===== config.mk =====
export PLATFORM = sky130hd
export DESIGN_NAME = usrt_rx
export DESIGN_NICKNAME = d
export VERILOG_FILES = /design/src/rtl/usrt_rx.sv
export SDC_FILE = /design/constraint.sdc
export NUM_CORES = 1
export LEC_CHECK = 0
export CORE_AREA = 2 2 75 77
export DETAILED_ROUTE_END_ITERATION = 6
export DIE_AREA = 0 0 77 79
export DONT_BUFFER_PORTS = 1
export GPL_TIMING_DRIVEN = 0
export HOLD_SLACK_MARGIN = 0.03
export PLACE_DENSITY = 0.73
export RECOVER_POWER = 25
export SLEW_MARGIN = 10
export SYNTH_ARGS = -nofsm -noshare
export SYNTH_HDL_FRONTEND = slang
export SYNTH_SLANG_ARGS = --single-unit
export TNS_END_PERCENT = 50

===== constraint.sdc =====
create_clock -name clk -period 10.6 [get_ports clk]
set_input_delay 2.12 -clock clk [delete_from_list [all_inputs] [get_ports clk]]
set_output_delay 2.12 -clock clk [all_outputs]
set_load 0.01 [all_outputs]

===== src/rtl/usrt_rx.sv =====
// usrt_rx: synchronous serial receiver for the 40-slot, 4 x 6-bit character
// message. Samples rxd on bit strobes, checks start/stop/even-parity and
// hands the 24-bit word to the consumer over a valid/ack handshake.
module usrt_rx (
  input  logic        clk,
  input  logic        rst,
  input  logic        en_usrt,
  input  logic        rxd,
  input  logic        par_en,
  input  logic        ack,
  output logic        rts,
  output logic [23:0] data,
  output logic        valid,
  output logic        par_err,
  output logic        frm_err,
  output logic        busy
);

  typedef enum logic [1:0] {IDLE, RECV, DONE} state_t;

  state_t      state_q, state_d;
  logic [5:0]  slot_q, slot_d;
  logic [23:0] data_q, data_d;
  logic        par_err_q, par_err_d;
  logic        frm_err_q, frm_err_d;
  logic        valid_q, valid_d;
  logic        busy_q, busy_d;
  logic        rts_q, rts_d;

  logic [1:0]  chr;        // character index 0..3
  logic [3:0]  pos;        // slot within the character 0..9
  logic [4:0]  char_base;  // bit offset of the current character in data
  logic [4:0]  bit_idx;    // data bit written by a data slot
  logic [5:0]  cur_char;

  // Split the running slot counter into character index and in-character slot.
  always_comb begin
    chr = 2'd0;
    pos = 4'(slot_q);
    if (slot_q >= 6'd30) begin
      chr = 2'd3;
      pos = 4'(slot_q - 6'd30);
    end else if (slot_q >= 6'd20) begin
      chr = 2'd2;
      pos = 4'(slot_q - 6'd20);
    end else if (slot_q >= 6'd10) begin
      chr = 2'd1;
      pos = 4'(slot_q - 6'd10);
    end
    char_base = 5'(chr) * 5'd6;
    bit_idx   = char_base + 5'(pos) - 5'd1;
    cur_char  = data_q[char_base +: 6];
  end

  // Next-state / accumulator logic for the receive sequencer.
  always_comb begin
    state_d   = state_q;
    slot_d    = slot_q;
    data_d    = data_q;
    par_err_d = par_err_q;
    frm_err_d = frm_err_q;
    case (state_q)
      IDLE: begin
        // Slot 0 of char 0 is consumed here; a low line is the first start bit.
        if (en_usrt && !rxd) begin
          state_d   = RECV;
          slot_d    = 6'd1;
          data_d    = '0;
          par_err_d = 1'b0;
          frm_err_d = 1'b0;
        end
      end
      RECV: begin
        if (en_usrt) begin
          if (pos == 4'd0) begin
            // Missing start bit: the rest of the message cannot be trusted.
            if (rxd) begin
              frm_err_d = 1'b1;
              state_d   = DONE;
            end
          end else if (pos <= 4'd6) begin
            data_d[bit_idx] = rxd;
          end else if (pos == 4'd7) begin
            if (^{cur_char, rxd}) par_err_d = 1'b1;
          end else begin
            if (!rxd) frm_err_d = 1'b1;
          end
          slot_d = (pos == 4'd6 && !par_en) ? slot_q + 6'd2 : slot_q + 6'd1;
          if (slot_q == 6'd39) state_d = DONE;
        end
      end
      DONE: begin
        if (ack) begin
          state_d = IDLE;
          slot_d  = 6'd0;
        end
      end
      default: state_d = IDLE;
    endcase
    valid_d = (state_d == DONE);
    busy_d  = (state_d == RECV);
    rts_d   = (state_d != DONE);
  end

  // State and registered outputs; rts stays low while reset is held.
  always_ff @(posedge clk or negedge rst) begin
    if (!rst) begin
      state_q   <= IDLE;
      slot_q    <= '0;
      data_q    <= '0;
      par_err_q <= 1'b0;
      frm_err_q <= 1'b0;
      valid_q   <= 1'b0;
      busy_q    <= 1'b0;
      rts_q     <= 1'b0;
    end else begin
      state_q   <= state_d;
      slot_q    <= slot_d;
      data_q    <= data_d;
      par_err_q <= par_err_d;
      frm_err_q <= frm_err_d;
      valid_q   <= valid_d;
      busy_q    <= busy_d;
      rts_q     <= rts_d;
    end
  end

  assign rts     = rts_q;
  assign data    = data_q;
  assign valid   = valid_q;
  assign par_err = par_err_q;
  assign frm_err = frm_err_q;
  assign busy    = busy_q;

endmodule


Word level (Yosys, flattened, before mapping). Index checks and enable logic that the tools add are counted.

Flip-flop bits (word level): 37. Input port bits: 6. Output and inout bits: 29. Logic and storage cells: 97.

Add/sub/neg operators: 7. Multiply operators: 1. Order comparisons: 6. Eq/ne operators: 20. Shift operators: 1. Mux-type cells: 40. Reduce and logical (&&, ||, !) cells: 14.

Operator list (count): 2-to-1 mux 24 bit (4); case mux 24 bit (2 select lines) (1); bitwise mux 24 bit (1); 2-to-1 mux 6 bit (4); variable part select 24 x 6 -> 6 bit (1); inequality test 2 bit, second input constant (9); case mux 6 bit (3 select lines) (1); 2-to-1 mux 2 bit (8); 2-to-1 mux 1 bit (14); AND reduction 7 bit (2); >= comparator 6 x 5 -> 1 bit, second input constant (2); 2-to-1 mux 4 bit (3); inequality test 3 bit, second input constant (4); equality test 4 x 3 -> 1 bit, second input constant (2); subtractor 4 bit, second input constant (2); parity 7 bit (1); adder 6 x 1 -> 6 bit, second input constant (1); adder 6 x 2 -> 6 bit, second input constant (1); equality test 6 bit, second input constant (1); >= comparator 6 x 4 -> 1 bit, second input constant (1); < comparator 5 x 6 -> 1 bit, second input constant (1); case mux 2 bit (3 select lines) (1); adder 5 x 4 -> 5 bit (1); demux 1 bit (select 5 bit) (1); 16 further kinds (22).

Logic depth before layout (Yosys ltp). Gate-level depths: netlist (run 1).

Depth after elaboration: 16. Depth in mapped cells: 21. Mapped depth without buffers: 19.

Worst setup path after synthesis (run 1). OpenSTA, ideal clock, no wires.

Kind: reg-to-reg. Start: register slot_q[2]. End: register data_q[10] (netlist: data[10]). Setup time: 125 ps. Arrival: 4038 ps. Required time: 10475 ps. Slack: 6436 ps. Stages on the path, launching flop included: 21. Buffers on the path: 1. Clock period less this slack: 4164 ps. Path through: dfrtp_1 > inv_1 > ha_1 > a2111oi_4 > o21ai_2 > a21oi_2 > inv_1 > ha_1 > inv_1 > ha_1 > inv_1 > ha_1 > a21o_1 > a21oi_1 > xor2_1 > or3_1 > clkbuf_1 > o21ai_0 > nand2_1 > o21ai_0 > o21ai_1.

Longest elaborated chain between the ends: 16. Elaborated cells between the ends (all ways): 30. Classes of those cells: 5 x add/sub; 1 x mul; 6 x order compare; 2 x eq/ne; 13 x mux; 3 x reduce/logical.

RTL lines: start: declaration (line 22) `logic [5:0] slot_q, slot_d;`; start signal: assignment (line 118) `slot_q <= slot_d;`; >= comparator 6 x 4 -> 1 bit (line 46) `end else if (slot_q >= 6'd10) begin`; 2-to-1 mux 1 bit (line 46); 2-to-1 mux 2 bit (line 43) `end else if (slot_q >= 6'd20) begin`; 2-to-1 mux 2 bit (line 40) `if (slot_q >= 6'd30) begin`; multiplier 2 x 2 -> 4 bit (line 50) `char_base = 5'(chr) * 5'd6;`; adder 5 x 4 -> 5 bit (line 51) `bit_idx = char_base + 5'(pos) - 5'd1;`; subtractor 5 x 1 -> 5 bit (line 51); < comparator 5 x 6 -> 1 bit (not written as such) / >= comparator 5 x 1 -> 1 bit (equally long branches) (line 82) `data_d[bit_idx] = rxd;`; logical AND 1 bit (not written as such) (line 82); 2-to-1 mux 1 bit (not written as such) (line 82); demux 1 bit (select 5 bit) (line 82); bitwise mux 24 bit (line 82); 2-to-1 mux 24 bit (line 81) `end else if (pos <= 4'd6) begin`; 2-to-1 mux 24 bit (line 75) `if (pos == 4'd0) begin`; 2-to-1 mux 24 bit (line 74) `if (en_usrt) begin`; case mux 24 bit (2 select lines) (line 62) `case (state_q)`; end signal: assignment (line 119) `data_q <= data_d;`; end: declaration (line 23) `logic [23:0] data_q, data_d;`.

Parallel ways exist; a longest one is shown, timed or not. The select of a mux whose other input is x is not followed. A chain may end at the register's enable or synchronous reset.

Worst setup path after layout (run 1).
Start: register slot_q[1]. End: register data_q[8] (netlist: data[8]).

Same word-level chain as after synthesis.

==> results of run 1 <==
## sequential cells by signal (all words and copies together), names as in the netlist
register  count
slot_q        6
frm_err       1
busy          1
data         24
rts           1
valid         1
par_err       1
state_q       2
## cell usage in the layout (no fill, tap or decap), types with 7 or more instances in the layout
cell       n
o21ai_0   64
xnor2_1    9
clkbuf_1  12
a31oi_1   12
nand2_1   48
nor2_1    19
ha_1      24
nand3_1    7
inv_1     21
o21ai_1   16
dfrtp_1   37
## power groups by stage
stage                     Combinational (mW)  Sequential (mW)  Clock (mW)
after CTS                              0.380            0.181       0.104
after floorplan                        0.288            0.177           0
after global placement                 0.374            0.184           0
after global routing                   0.432            0.184       0.110
final                                  0.390            0.182       0.103
after detailed placement               0.378            0.184           0
## path summary, 6_finish.rpt
kind,start,to,slack [ns],cells after the start
max,slot_q[1],data[8],5.73,21
min,par_err,par_err,0.57,2
max reg2reg,slot_q[1],data[8],5.73,21
min reg2reg,par_err,par_err,0.57,2
max in group asynchronous,rst,data[3],9.02,0
min in group asynchronous,rst,data[19],1.50,0
## final cells by class
class	count	area, µm²
multi-input combinational	287	1920
sequential	37	926
inverter	22	82.6
tap	72	90.1
buffer	21	101
clock buffer	5	68.8
clock inverter	3	21.3
fill	510	2130
## kinds of logic after synthesis
group	after synthesis
compound gates	136
simple gates	110
buf+inv	43
flops	37
fa+ha+maj	25
xor+xnor	16
## layer usage
layer  part of all wire  up-vias
met5                  0        -
met4              0.024        0
met3              0.076       16
met2               0.44      116
met1               0.46     1315
li1                   -     1331
## critical path, cell delays in order, from the launching register on
cell and delay (ns):
dfrtp_1 0.48, buf_2 0.23, inv_1 0.29, ha_1 0.28, nor3b_1 0.25, o21ai_0 0.25, a21oi_2 0.32, inv_1 0.07
ha_1 0.27, inv_1 0.04, ha_1 0.26, inv_1 0.06, ha_1 0.30, a21o_1 0.15, a21oi_1 0.24, xor2_1 0.14
or3_1 0.39, clkbuf_1 0.20, o21ai_0 0.22, nand2_1 0.08, o21ai_0 0.15, o21ai_1 0.08
## stage by stage
| step | instance area, µm² | hold slack, ns | setup WS (ns) |
|---|---|---|---|
| after CTS | 3210 | 0.574 | 5.76 |
| after detailed placement | 3120 | 0.551 | 5.78 |
| final | 3210 | 0.570 | 5.73 |
| after global routing | 3210 | 0.605 | 5.22 |
| after global placement | 3120 | 0.563 | 5.86 |
| after floorplan | 3030 | 0.515 | 6.44 |
==> impl_metrics.py, run 1 <==
metrics = {
    "power": {
        "p_leak_nw": 1.45,
        "internal_power_mw": 0.322,
        "switching_share": 0.522,
        "vdd_drop_max_v": 0.000171,
        "powerDensity_nw_per_um2": 210,
        "combPwrFrac": 0.578,
        "total_power_mw": 0.674,
        "switchingPower_mw": 0.352,
        "power_frac_clock": 0.152,
        "p_seq_frac": 0.270,
    },
    "sta": {
        "post-route-period-util": 0.459,
        "maxSlewHeadroom": 0.594,
        "skew_ns": 0.00398,
        "slew_viol_final": 0,
        "setup_violations": 0,
        "final_hold_viol_count": 0,
        "fin_crit_ns": 4.87,
        "fmax_mhz": 206,
        "tightest_slew_ns": 0.608,
        "setup_tns_ns": 0,
        "grt_setup_unrepaired": "false",
    },
    "global_routing": {
        "grt_util_met1": 0.386,
        "grt_pass1_vias": 2476,
        "grt_pass1_wl_mm": 12.8,
        "use_met2": 0.400,
        "grt_usage": 0.267,
        "grt.overflow.total": 0,
        "antenna_found_initial": 0,
        "busiest_layer": "met2",
        "use_met3": 0.0534,
        "grt_max_degree": 38,
    },
    "worst_setup_path": {
        "crit_required_ns": 10.78,
        "cp_max_fo": 9,
        "critPathKind": "flop to flop",
        "start_kind": "flop",
        "critPathCaptureType": "flop",
        "arrival_ns": 5.05,
    },
    "clocking": {
        "clock_latency_ns": 0.30,
        "ctsHtreeMaxLevel": 2,
        "cts_root_buffer": "clkbuf_8",
        "ctsHoldBuffers": 0,
        "cts_sinks": 37,
        "numCtsBuffers": 5,
        "clk_pin_slew_ns": 0.08,
        "cts_resized": 0,
        "ctsLongestPathBuffers": 2,
        "post-cts-setup-buffers": 0,
        "cts_tree": "yes",
    },
    "yosys": {
        "netlist_area_um2": 3030,
        "netlist_top_cells_count": "o21ai_0, nand2_1, dfrtp_1",
        "synth-main-ff-cell": "dfrtp_1",
        "ys.warnings.count": 0,
        "synth_seq_cells": 37,
        "synth_xor_area_frac": 0.0508,
        "synth-simple-area-share": 0.193,
        "ys_top_cells_by_area": "dfrtp_1, o21ai_0, ha_1, nand2_1, o21ai_1",
        "synth_top_area_frac": 0.305,
        "synth_top_family_by_area": "compound AO/OA/AOI/OAI gates",
        "muxShareOfSynthArea": 0,
        "synth_fa_ha_area_frac": 0.106,
        "yosysTopAreaCell": "dfrtp_1",
        "synthArstFlopShare": 1.00,
        "synth_cells": 367,
        "syn_nets": 398,
        "synth_most_common_cell": "o21ai_0",
        "avgSynthCellArea_um2": 8.26,
        "synth_seq_area_share": 0.305,
        "synth-compound-area-share": 0.285,
        "synth_edf_count": 0,
        "synth_cell_types": 66,
    },
    "die": {
        "pin_count": 35,
        "dieArea_um2": 6080,
        "num_rows": 27,
        "design.core.area_um2": 5340,
        "die-height_um": 79,
        "die_w_um": 77,
        "start_util": 0.568,
    },
    "detailed_routing": {
        "via_per_inst": 6.21,
        "ant_nets": 0,
        "routedWlPerCell_um": 17.3,
        "vias": 2778,
        "drc": 0,
        "firstDrtPassIters": 6,
        "drt_iter0_drc": 231,
        "routed_wl_mm": 7.71,
    },
    "run_status": {
        "status": "completed",
    },
    "cells_and_area": {
        "area_delta_synth_final_pct": 5.94,
        "fin_util": 0.602,
        "fin_cells": 447,
        "antennaDiodeCount": 0,
        "drive_gt1_frac": 0.0880,
        "nets": 405,
    },
    "placement": {
        "portBuffers": 0,
        "hpwl_mm": 5.83,
        "gp_congestion": 0.927,
        "dp_cells": 439,
    },
    "run": {
        "maxCapViolCount": 0,
    },
    "hold_path": {
        "hp-class": "flop to flop",
    },
}
No activity file was read; power rests on OpenSTA's default activity.
==> run 2, diff against run 1 <==
Settings changed: CORE_AREA 2 2 75 77 to 2 2 76 78, DIE_AREA 0 0 77 79 to 0 0 78 80, PLACE_DENSITY 0.73 to 0.74.
Clock period 10.6 ns to 3.94 ns, I/O delays scaled along.
==> impl_metrics.py, run 2 (synthesis results as in run 1) <==
metrics = {
    "global_routing": {
        "grt_usage": 0.277,
        "grt.overflow.total": 0,
        "grt_pass1_vias": 2762,
        "grt_pass1_wl_mm": 13.6,
        "grt_max_degree": 38,
        "antenna_found_initial": 0,
    },
    "die": {
        "num_rows": 27,
        "die-height_um": 80,
        "dieArea_um2": 6240,
        "die_w_um": 78,
        "design.core.area_um2": 5410,
        "start_util": 0.561,
        "pin_count": 35,
    },
    "worst_setup_path": {
        "critPathCaptureType": "flop",
        "endpoint": "data[8]",
        "critPathLaunch": "slot_q[2]",
        "reg2reg_depth": 19,
        "cp_max_fo": 8,
        "r2r_slack_ns": 0.05,
        "crit_required_ns": 4.11,
        "r2r_start": "slot_q[2]",
        "worstReg2RegEnd": "data[8]",
        "start_kind": "flop",
        "arrival_ns": 4.06,
        "critPathKind": "flop to flop",
    },
    "power": {
        "switching_share": 0.519,
        "vdd_drop_max_v": 0.000435,
        "power_frac_clock": 0.132,
        "internal_power_mw": 0.996,
        "powerDensity_nw_per_um2": 548,
        "combPwrFrac": 0.641,
        "p_seq_frac": 0.227,
        "p_leak_nw": 1.68,
        "switchingPower_mw": 1.07,
    },
    "sta": {
        "maxSlewHeadroom": 0.553,
        "slew_viol_final": 0,
        "post-route-period-util": 0.987,
        "final_hold_viol_count": 0,
        "setup_violations": 0,
        "skew_ns": 0.0118,
        "fmax_mhz": 257,
        "fin_crit_ns": 3.89,
        "grt_setup_unrepaired": "true",
        "tightest_slew_ns": 0.671,
    },
    "clocking": {
        "ctsLongestPathBuffers": 2,
        "clock_latency_ns": 0.29,
        "ctsHtreeMaxLevel": 2,
        "ctsHoldBuffers": 0,
        "cts_sinks": 37,
        "numCtsBuffers": 5,
        "clk_pin_slew_ns": 0.09,
        "cts_root_buffer": "clkbuf_8",
        "cts_tree": "yes",
    },
    "cells_and_area": {
        "mostFrequentLayoutCells": "o21ai_0, nand2_1, dfrtp_1",
        "layout_commonest_cell": "o21ai_0",
        "fin_util": 0.699,
        "stdcell_area_um2": 3780,
        "n_fill_cell": 415,
        "area_delta_synth_final_pct": 24.6,
        "area.sequential_um2": 931,
        "antennaDiodeCount": 0,
        "fin_cells": 475,
        "nets": 433,
        "drive_gt1_frac": 0.258,
        "multiInputGateArea_um2": 2220,
        "largest_register_ffs": 24,
    },
    "hold_path": {
        "hp-class": "input pin to asynchronous set/reset pin",
    },
    "placement": {
        "hpwl_mm": 5.84,
        "portBuffers": 0,
        "dp_cells": 439,
        "gp_congestion": 0.928,
        "place_area_um2": 3160,
    },
    "run_status": {
        "status": "completed",
    },
    "detailed_routing": {
        "routed_wl_mm": 9.05,
        "firstDrtPassIters": 5,
        "drc": 0,
        "vias": 2978,
        "ant_nets": 0,
        "via_per_inst": 6.27,
        "routedWlPerCell_um": 19.0,
        "drt_iter0_drc": 252,
    },
    "run": {
        "maxCapViolCount": 0,
    },
}
run 2: changes by cell type in the layout (fill, tap and decap cells not counted), moves of 8 or more:
cell,before,now
buf_4,2,32
o21ai_0,64,53
ha_1,24,15
ha_4,0,8
o21ai_1,16,24
run 2: worst min-delay path by stage:
| stage | start | to | slack [ns] | depth (start not counted) |
|---|---|---|---|---|
| 2_1_floorplan | rst | busy | 0.49 | 0 |
| 6_report | rst | data[23] | 0.18 | 0 |
| 3_5_place_dp | rst | data[19] | 0.49 | 0 |
| 3_3_place_gp | rst | data[19] | 0.49 | 0 |
| 5_1_grt | rst | data[19] | 0.16 | 0 |
| 4_1_cts | rst | data[19] | 0.17 | 0 |
run 2: layer usage:
| metal | GRT usage | wire length (µm) |
|---|---|---|
| met5 | 0 | 0 |
| met1 | 0.371 | 3820 |
| met4 | 0.105 | 226 |
| met2 | 0.440 | 4300 |
| met3 | 0.0600 | 698 |
run 2: power by group through the flow:
| stage | Combinational, mW | Clock [mW] | Sequential (mW) |
|---|---|---|---|
| after global routing | 1.44 | 0.292 | 0.474 |
| final | 1.33 | 0.274 | 0.469 |
| after CTS | 1.16 | 0.280 | 0.468 |
| after global placement | 1.03 | 0 | 0.494 |
| after floorplan | 0.801 | 0 | 0.476 |
| after detailed placement | 1.04 | 0 | 0.493 |
run 2: cell type report:
type / count / share of cell area
Clock inverter: 3 / 0.00563
Inverter: 22 / 0.0252
Clock buffer: 5 / 0.0182
Timing Repair Buffer: 32 / 0.0666
Buffer: 17 / 0.0272
Sequential cell: 37 / 0.247
Tap cell: 72 / 0.0239
Multi-Input combinational cell: 287 / 0.587
run 2: stage by stage:
stage | setup WS (ns) | hold WS (ns) | TNS [ns] | power [mW]
floorplan | -0.00720 | 0.492 | -0.0288 | 1.28
global placement | -0.574 | 0.493 | -10.48 | 1.52
detailed placement | -0.635 | 0.493 | -11.97 | 1.54
CTS | -0.00924 | 0.169 | -0.0167 | 1.91
global route | -0.0712 | 0.161 | -0.522 | 2.20
finish | 0.0517 | 0.177 | 0 | 2.07
run 2: worst max-delay path, stage by stage (launching register included):
cell and delay (ns):
dfrtp_2 0.46, buf_4 0.20, ha_4 0.18, nor3b_4 0.16, o21ai_4 0.22, buf_4 0.15
nand2_1 0.09, ha_1 0.31, inv_2 0.05, ha_4 0.26, inv_4 0.04, ha_4 0.19
a21o_1 0.18, a21oi_4 0.21, xor2_2 0.13, or3_4 0.47, o21ai_2 0.14, nand2_1 0.08
o21ai_1 0.14, o21ai_1 0.08
run 2: timing repair:
action,4_1_cts,5_1_grt
setup buffers,21,11
resized for setup,35,39
pin swaps,16,24
hold endpoints to repair,0,0
endpoints found under the setup margin,24,24
==> patch (config.mk and constraints of run 2) <==
Take the reset off `data_q` and load it in a clocked block of its own.
--- a/src/rtl/usrt_rx.sv
+++ b/src/rtl/usrt_rx.sv
@@ -109,3 +109,2 @@
       slot_q    <= '0;
-      data_q    <= '0;
       par_err_q <= 1'b0;
@@ -118,3 +117,2 @@
       slot_q    <= slot_d;
-      data_q    <= data_d;
       par_err_q <= par_err_d;
@@ -125,2 +123,6 @@
     end
+  end
+
+  always_ff @(posedge clk) begin
+    data_q <= data_d;
   end
Function: differs if rst is asserted again (counterexample within 4 cycles, from zero or initial values and one cycle with rst low); with rst held inactive, the same outputs for 10 cycles.
==> patch against run 2 <==
  * Die area did not move
  * Design area fell by 6.7%
  * Wire length shrank 15%
  * Clock power increased by 19%
  * Synthesized cell count decreased by 15%
  * Total power is 11% higher
  * Sequential power grew 53%
  * Setup slack better by 0.058 ns
  * Sequential cell count stayed put
  * Synthesized area fell by 1.6%
  * Critical endpoint is now data[10]
  * Largest power group unchanged
  * Highest routed layer unchanged
==> patch: results (changes against run 2) <==
| Metric | Value |
|---|---|
| Non-Filler Instances | 409 (-14%) |
| Synth unique cells | 59 (-11%) |
| Clk_skew | 0.00857 ns (-0.00327 ns) |
| Routed vias/inst | 6.16 (-1.7%) |
| Synth Area in Compound Gates | 15.6% (-13 points) |
| First-pass GRT wire length | 11,300 um (-17%) |
| Filler cell count | 413 (-0.48%) |
| Maximum vdd drop | 0.360 mV (-17%) |
| Post-synth EDFFs | 24 (+24) |
| Worst R2R Setup Slack | 0.11 ns (+0.06 ns) |
| Mux share of post-synthesis cell area | 7.04% (+7.0 points) |
| Largest net degree at the start of global routing | 19 (-50%) |
| Share of cells above drive strength 1 | 19.9% (-5.9 points) |
| Leakage | 0.00150 uW (-11%) |
| Max FO, Critical Path | 7 (-1) |
| Total global routing track utilization | 23.5% (-4.3 points) |
| CP max stage delay | 0.42 ns (-0.05 ns) |
| Post-layout nets | 365 (-16%) |
| Area contributors post-synth | edfxtp_1, dfrtp_1, ha_1 |
| Top cell family by delay on the critical path | simple AND/OR/NAND/NOR gates |
| Max Freq | 261 MHz (+1.5%) |
| Synthesized net count | 340 (-15%) |
| Run status | completed |
| Routability cong. | 0.897 (-3.3%) |
| Reg2Reg Launch Point | slot_q[1] |
| Rel. slew slack | 53.0% (-2.3 points) |
| Power Internal | 1280 uW (+28%) |
| Average cell area after synthesis | 9.60 um2 (+16%) |
| Main flop type after synthesis | edfxtp_1 |
| FF-to-FF path depth | 16 (-3) |
| Adder-Cell Fraction of Synth Area | 9.90% (-0.67 points) |
| Detail Placement HPWL | 4820 um (-18%) |
| Post-DR wirelength/cell | 18.7 um (-1.6%) |
| Post-Place Cells | 384 (-13%) |
| Post-Synth XOR/XNOR Area | 6.62% (+1.5 points) |
| Post-synth top cells | nand2_1, nor2b_1, edfxtp_1 |
| Drt initial violations | 234 (-7.1%) |
patch: cell type report:
type / count / share of cell area, %
multi-input combinational: 245 / 56.7
clock inverter: 2 / 0.959
inverter: 13 / 1.49
timing repair buffer: 19 / 4.26
sequential: 37 / 29.8
clock buffer: 6 / 2.06
tap: 72 / 2.56
buffer: 15 / 2.17
patch: routing by layer:
layer | GRT usage (%) | share of wire [%]
met2 | 38.0 | 48
met4 | 8.60 | 2.2
met3 | 6.33 | 7.8
met1 | 30.2 | 42
met5 | 0 | 0
patch: kinds of logic after synthesis:
group           count (synthesis)
simple gates                  125
fa+ha+maj                      23
xor+xnor                       21
mux                            21
flops                          37
buf+inv                        29
compound gates                 55
patch: worst max-delay path by stage:
stage | startpoint | endpoint | cells past startpoint
after floorplan | slot_q[2] | data[18] | 16
after global placement | slot_q[1] | data[3] | 15
after detailed placement | slot_q[1] | data[2] | 15
after CTS | slot_q[2] | data[3] | 15
after global routing | slot_q[2] | data[14] | 16
final | slot_q[1] | data[10] | 16
patch: what timing repair did:
action                                  CTS  global route
gates resized for setup                  14            27
endpoints found under the setup margin   24            24
endpoints found under the hold margin     0             0
setup buffers                             4            14
pin swaps                                 3            17
patch: power by group through the flow:
| stage | combinational [uW] | sequential [uW] | clock [uW] |
|---|---|---|---|
| after global placement | 944 | 741 | 0 |
| after global routing | 1350 | 731 | 342 |
| final | 1250 | 719 | 326 |
| after CTS | 1060 | 715 | 330 |
| after floorplan | 766 | 705 | 0 |
| after detailed placement | 978 | 742 | 0 |
patch: through the flow:
step / hold slack, ns / area [um2]
2_1_floorplan: 0.492 / 2980
3_3_place_gp: 0.493 / 3070
3_5_place_dp: 0.493 / 3090
4_1_cts: 0.173 / 3280
5_1_grt: 0.167 / 3520
6_report: 0.176 / 3520
